[src/rtl/addsub_accumulator_if.sv]
// Operation request / result handshake bundle for addsub_accumulator.
// master = requester and result consumer, slave = the accumulator.
interface addsub_accumulator_if #(
    parameter int N = 4
);
    logic         in_valid;
    logic         in_ready;
    logic [1:0]   in_op;
    logic [N-1:0] in_data;
    logic         sat_en;
    logic         out_valid;
    logic         out_ready;
    logic [N-1:0] acc;
    logic         flag_c;
    logic         flag_v;
    logic         flag_z;
    logic         flag_n;
    logic         ovf_sticky;

    modport master (
        output in_valid,
        output in_op,
        output in_data,
        output sat_en,
        output out_ready,
        input  in_ready,
        input  out_valid,
        input  acc,
        input  flag_c,
        input  flag_v,
        input  flag_z,
        input  flag_n,
        input  ovf_sticky
    );

    modport slave (
        input  in_valid,
        input  in_op,
        input  in_data,
        input  sat_en,
        input  out_ready,
        output in_ready,
        output out_valid,
        output acc,
        output flag_c,
        output flag_v,
        output flag_z,
        output flag_n,
        output ovf_sticky
    );
endinterface

[src/rtl/addsub_accumulator.sv]
// N-bit add/subtract accumulator with saturation and status flags.
// One operation in flight; result held until the consumer accepts it.
module addsub_n #(
    parameter int N = 4
) (
    input  logic [N-1:0] x,
    input  logic [N-1:0] y,
    input  logic         add_n,
    output logic [N-1:0] z,
    output logic         c_out,
    output logic         v
);
    logic [N-1:0] y_eff;
    logic [N:0]   sum;

    assign y_eff = add_n ? ~y : y;
    assign sum   = {1'b0, x} + {1'b0, y_eff} + {{N{1'b0}}, add_n};
    assign z     = sum[N-1:0];
    assign c_out = sum[N];
    assign v     = (x[N-1] == y_eff[N-1]) && (sum[N-1] != x[N-1]);
endmodule

module addsub_accumulator #(
    parameter int N = 4
) (
    input logic                clk,
    input logic                rst,
    addsub_accumulator_if.slave bus
);
    typedef enum logic {
        IDLE,
        RESP
    } state_t;

    localparam logic [1:0] OP_LOAD = 2'b00;
    localparam logic [1:0] OP_ADD  = 2'b01;
    localparam logic [1:0] OP_SUB  = 2'b10;
    localparam logic [1:0] OP_CLR  = 2'b11;

    state_t state_q;
    state_t state_d;
    logic   ready;
    logic   valid;
    logic   accept;

    logic [N-1:0] acc_q, acc_d;
    logic         c_q, c_d;
    logic         v_q, v_d;
    logic         z_q, z_d;
    logic         n_q, n_d;
    logic         sticky_q, sticky_d;

    logic         is_load;
    logic         is_add;
    logic         is_sub;
    logic         is_clr;
    logic [N-1:0] sum;
    logic         c_raw;
    logic         v_raw;
    logic [N-1:0] sat_val;

    always_ff @(posedge clk) begin
        if (rst) begin
            state_q <= IDLE;
        end else begin
            state_q <= state_d;
        end
    end

    always_comb begin
        state_d = state_q;
        ready   = 1'b0;
        valid   = 1'b0;
        unique case (state_q)
            IDLE: begin
                ready = 1'b1;
                if (bus.in_valid) begin
                    state_d = RESP;
                end
            end
            RESP: begin
                valid = 1'b1;
                if (bus.out_ready) begin
                    state_d = IDLE;
                end
            end
        endcase
    end

    assign accept = ready && bus.in_valid;

    assign is_load = (bus.in_op == OP_LOAD);
    assign is_add  = (bus.in_op == OP_ADD);
    assign is_sub  = (bus.in_op == OP_SUB);
    assign is_clr  = (bus.in_op == OP_CLR);

    addsub_n #(
        .N(N)
    ) u_addsub (
        .x    (acc_q),
        .y    (bus.in_data),
        .add_n(is_sub),
        .z    (sum),
        .c_out(c_raw),
        .v    (v_raw)
    );

    // Overflow direction always follows the accumulator's sign
    assign sat_val = acc_q[N-1] ? {1'b1, {(N-1){1'b0}}}
                                : {1'b0, {(N-1){1'b1}}};

    always_comb begin
        acc_d    = acc_q;
        c_d      = c_q;
        v_d      = v_q;
        z_d      = z_q;
        n_d      = n_q;
        sticky_d = sticky_q;
        if (accept) begin
            unique case (1'b1)
                is_load: begin
                    acc_d = bus.in_data;
                    c_d   = 1'b0;
                    v_d   = 1'b0;
                end
                is_add, is_sub: begin
                    c_d   = c_raw;
                    v_d   = v_raw;
                    acc_d = (bus.sat_en && v_raw) ? sat_val : sum;
                    if (v_raw) begin
                        sticky_d = 1'b1;
                    end
                end
                is_clr: begin
                    acc_d    = '0;
                    c_d      = 1'b0;
                    v_d      = 1'b0;
                    sticky_d = 1'b0;
                end
            endcase
            z_d = (acc_d == '0);
            n_d = acc_d[N-1];
        end
    end

    always_ff @(posedge clk) begin
        if (rst) begin
            acc_q    <= '0;
            c_q      <= 1'b0;
            v_q      <= 1'b0;
            z_q      <= 1'b0;
            n_q      <= 1'b0;
            sticky_q <= 1'b0;
        end else begin
            acc_q    <= acc_d;
            c_q      <= c_d;
            v_q      <= v_d;
            z_q      <= z_d;
            n_q      <= n_d;
            sticky_q <= sticky_d;
        end
    end

    assign bus.in_ready   = ready;
    assign bus.out_valid  = valid;
    assign bus.acc        = acc_q;
    assign bus.flag_c     = c_q;
    assign bus.flag_v     = v_q;
    assign bus.flag_z     = z_q;
    assign bus.flag_n     = n_q;
    assign bus.ovf_sticky = sticky_q;
endmodule

[src/flat_wrapper.sv]
// flat-port wrapper written by rule: the top's interface ports become plain ports
module addsub_accumulator_flat 
#(
    parameter int N = 4
)
  (clk, rst, bus_in_valid, bus_in_op, bus_in_data, bus_sat_en, bus_out_ready, bus_in_ready, bus_out_valid, bus_acc, bus_flag_c, bus_flag_v, bus_flag_z, bus_flag_n, bus_ovf_sticky);
  addsub_accumulator_if #(.N(N)) bus_i ();
  input logic clk;
  input logic rst;
  input wire logic [$bits(bus_i.in_valid)-1:0] bus_in_valid;
  input wire logic [$bits(bus_i.in_op)-1:0] bus_in_op;
  input wire logic [$bits(bus_i.in_data)-1:0] bus_in_data;
  input wire logic [$bits(bus_i.sat_en)-1:0] bus_sat_en;
  input wire logic [$bits(bus_i.out_ready)-1:0] bus_out_ready;
  output wire logic [$bits(bus_i.in_ready)-1:0] bus_in_ready;
  output wire logic [$bits(bus_i.out_valid)-1:0] bus_out_valid;
  output wire logic [$bits(bus_i.acc)-1:0] bus_acc;
  output wire logic [$bits(bus_i.flag_c)-1:0] bus_flag_c;
  output wire logic [$bits(bus_i.flag_v)-1:0] bus_flag_v;
  output wire logic [$bits(bus_i.flag_z)-1:0] bus_flag_z;
  output wire logic [$bits(bus_i.flag_n)-1:0] bus_flag_n;
  output wire logic [$bits(bus_i.ovf_sticky)-1:0] bus_ovf_sticky;
  assign bus_i.in_valid = bus_in_valid;
  assign bus_i.in_op = bus_in_op;
  assign bus_i.in_data = bus_in_data;
  assign bus_i.sat_en = bus_sat_en;
  assign bus_i.out_ready = bus_out_ready;
  assign bus_in_ready = bus_i.in_ready;
  assign bus_out_valid = bus_i.out_valid;
  assign bus_acc = bus_i.acc;
  assign bus_flag_c = bus_i.flag_c;
  assign bus_flag_v = bus_i.flag_v;
  assign bus_flag_z = bus_i.flag_z;
  assign bus_flag_n = bus_i.flag_n;
  assign bus_ovf_sticky = bus_i.ovf_sticky;
  addsub_accumulator #(.N(N)) u_core (.clk(clk), .rst(rst), .bus(bus_i));
endmodule
[config.mk]
export PLATFORM = sky130hd
export DESIGN_NAME = addsub_accumulator_flat
export DESIGN_NICKNAME = d
export VERILOG_FILES = /design/src/rtl/addsub_accumulator_if.sv /design/src/rtl/addsub_accumulator.sv /design/src/flat_wrapper.sv
export SDC_FILE = /design/constraint.sdc
export NUM_CORES = 1
export LEC_CHECK = 0
export BUFFER_PORTS_ARGS = -buffer_cell sky130_fd_sc_hd__buf_2
export CAP_MARGIN = 20
export CORE_AREA = 3 3 41 43
export CTS_BUF_LIST = sky130_fd_sc_hd__clkbuf_8 sky130_fd_sc_hd__clkbuf_16
export DETAILED_ROUTE_END_ITERATION = 12
export DIE_AREA = 0 0 44 46
export PLACE_DENSITY_LB_ADDON = 0.08
export SYNTH_ARGS = -nofsm -noshare
export SYNTH_HDL_FRONTEND = slang
export SYNTH_HIERARCHICAL = 1
export SYNTH_SLANG_ARGS = --single-unit
[constraint.sdc]
create_clock -name clk -period 4.6 [get_ports clk]
set_input_delay 0.46 -clock clk [delete_from_list [all_inputs] [get_ports clk]]
set_output_delay 0.46 -clock clk [all_outputs]
set_load 0.05 [all_outputs]
==> impl_results.md <==
* Final Hold Viols at 0
* Number of synthesized register bits at 9
* Synth top area share at 26.3%
* Ports at 22
* Synthesized area per cell at 8.35 um^2
* Pre-CTS WS at 1.26 ns
* DP HPWL at 1170 um
* Largest net degree at the start of global routing at 10
* Final setup fails at 0
* Design Area, Final at 831 um^2
* RSZ-0062 raised after global routing: no
* CTS sink count at 9
* Commonest cells after routing, fill and taps aside: 21 x buf_2, 13 x nand2_1, 12 x a21oi_1
* Simple-Gate Fraction of Synth Area at 20.1%
* Relative slew slack at between 80 and 90%
* Critical Path RT at approximately 4.8 ns
* Compound-Gate Fraction of Synth Area at about a fifth
* Synth Warn # at 6
* DP Cell Count at 115
* Largest family of logic cells by synthesized area: compound AO/OA/AOI/OAI gates
* Die Y at 46 um
* Via Count at 621
* Post-CTS Resized at 0
* Mux cell area share after synthesis at 5.85%
* Clock Root Buffer: clkbuf_8
* Status: finished, final reports clean
* Clock tree buffer depth at 2
* Placed Instance Area at 786 um^2
* Filler Cells Inserted at ~140
* Layout Cells excl Fill at 119
* Die Area at ~2000 um^2
* Drt total wl at 1440 um
* Maximum vdd drop at 0.148 mV
* Synth Cell Area at 684 um^2
* Post-route setup slack at between 1.5 and 2 ns
* Core Region at 1330 um^2
* Max Clock Skew at 0.00318 ns
* Setup_tns at 0 ns
* RR Startpoint: u_core/bus.acc[2]
* Fin crit period at 3.09 ns
* Final Max Tran Viols at 0
* Hold Crit Start: u_core/bus.flag_c
* Area grow syn2layout at 21.4%
* Worst hold path class: register to register
* Register area at 180 um^2
* CP startpoint: bus_in_op[0]
* Gate Count Post-Synth at 82
* Clock slew seen by the registers of the worst setup and hold paths at about 0.040 ns
* Synth Area in XOR/XNOR at roughly 7.7%
* Fmax at about 320 MHz
* Drt initial violations at 8
* Htree depth at 1
* Final ANT Viol Nets at 0
* Initial core utilization at 51.3%
* Synth top area cells: dfxtp_1 26%, ha_1 11%, a21oi_1 8.8%
* Hold buffer count at CTS at 0
* Antenna cell count at 0
* Vias in the first global route at 533
* First-pass GRT wire length at about 2200 um
* Hold Slack at approximately 0.45 ns
* Critical Path End Type: register
* Overall routing resource usage at 15.6%
* Fin crit share at 67.1%
* Syn Nets at 100
* Setup bufs post-CTS at 0
* Pwr Total at 0.276 mW
* Adder-Cell Fraction of Synth Area at around 14%
* Worst endpoint data arrival time at 3.25 ns
* Critical path class: input port to register
* DR pass1 iterations at 2
* Average wire per standard cell at roughly 12 um
* Crit-path max FO at 4
* Clk_lat worst skew at 0.23 ns
* Register area share after synthesis at 26.3%
* Number of max-cap violations at 0
* Drt drc at 0
* Gpl congestion at 0.687
* Final core occ at 62.3%
* Rows at 13
* Die X at 44 um
* Total gr overflow at 0
* Via-to-Cell Ratio at around 5.2
* Cell taking the most area after synthesis: dfxtp_1
* Least-Margin Pin Slew at 0.255 ns
* Multi-input logic area at 463 um^2
* Layout cells sized above 1 at 27.9%
* Total CTS buffers at 3
* CTS tree: built
* Port bufs at 21
* Power per Cell Area at roughly 330 nW/um^2
* # nets final at 123
* Startpoint type of the worst setup path: input port
* Static Leak at 0.439 nW
* Synth unique cells at 28
* Most common cell after layout, fill and taps aside: buf_2
* Antenna violations before repair at 0
[cells by family (layout without fill, tap and decap cells)]
logic type,after synthesis,after routing
fa+ha+maj,7,7
flops,9,9
xor+xnor,6,6
simple gates,27,27
compound gates,22,22
mux,3,3
buf+inv,8,30
[synth_stat cells]
library cell  number
mux2_4             2
and2b_1            1
or2b_1             1
buf_6              1
nor2_1             4
a31oi_4            1
inv_1              5
nand2b_1           1
nand3_1            2
clkbuf_1           1
and2_1             1
and3b_1            1
dfxtp_1            9
mux2i_1            1
xor2_1             5
nor2b_1            1
a21oi_2            1
nand2_1           13
fa_1               1
o21ai_1            3
or4_1              1
o21ai_0            2
a21o_1             3
ha_1               6
xnor2_1            1
buf_4              1
nand2b_4           1
a21oi_1           12
[final timing paths]
| check | to | slack (ns) | depth (start not counted) |
|---|---|---|---|
| max | u_core/bus.flag_z | 1.51 | 13 |
| max reg2reg | u_core/bus.flag_z | 1.99 | 9 |
| min reg2reg | u_core/bus.flag_c | 0.45 | 2 |
| min | u_core/bus.flag_c | 0.45 | 2 |
[where the power goes]
part | total (mW) | switching, mW | internal [mW] | leakage (nW)
Combinational | 0.0984 | 0.0618 | 0.0366 | 0.338
Clock | 0.0883 | 0.0303 | 0.0580 | 0.0269
Sequential | 0.0889 | 0.00531 | 0.0836 | 0.0734
[sequential cells by signal (all words and copies together), names as in the netlist]
register               count
u_core/bus.acc             4
u_core/bus.ovf_sticky      1
u_core/bus.flag_v          1
u_core/bus.flag_z          1
u_core/bus.flag_c          1
u_core/state_q             1
[worst max-delay path, stage by stage]
cell and delay (ns):
buf_2 0.09, inv_1 0.05, ha_1 0.26, xor2_1 0.18, ha_1 0.37, a21o_1 0.22, a31oi_4 0.19, mux2_4 0.34
and3b_1 0.21, a21oi_1 0.13, o21ai_1 0.09, or4_1 0.50, a21oi_1 0.15
[layer usage]
metal | wire, um | share of wire (%) | vias to the layer above | global-route usage (%)
met5 | 0 | 0 | - | 0
met4 | 6 | 0.42 | 0 | 3.61
met3 | 97 | 6.7 | 2 | 7.11
met2 | 691 | 48 | 17 | 26.5
met1 | 646 | 45 | 283 | 18.0
li1 | - | - | 319 | -
[final cells by class]
| class | count | area share [%] |
|---|---|---|
| Clock buffer | 3 | 4.97 |
| Clock inverter | 1 | 0.452 |
| Inverter | 5 | 2.26 |
| Multi-Input combinational cell | 65 | 55.7 |
| Sequential cell | 9 | 21.7 |
| Tap cell | 15 | 2.26 |
| Timing Repair Buffer | 21 | 12.7 |
Note: power is estimated with default switching activity, not from simulation.
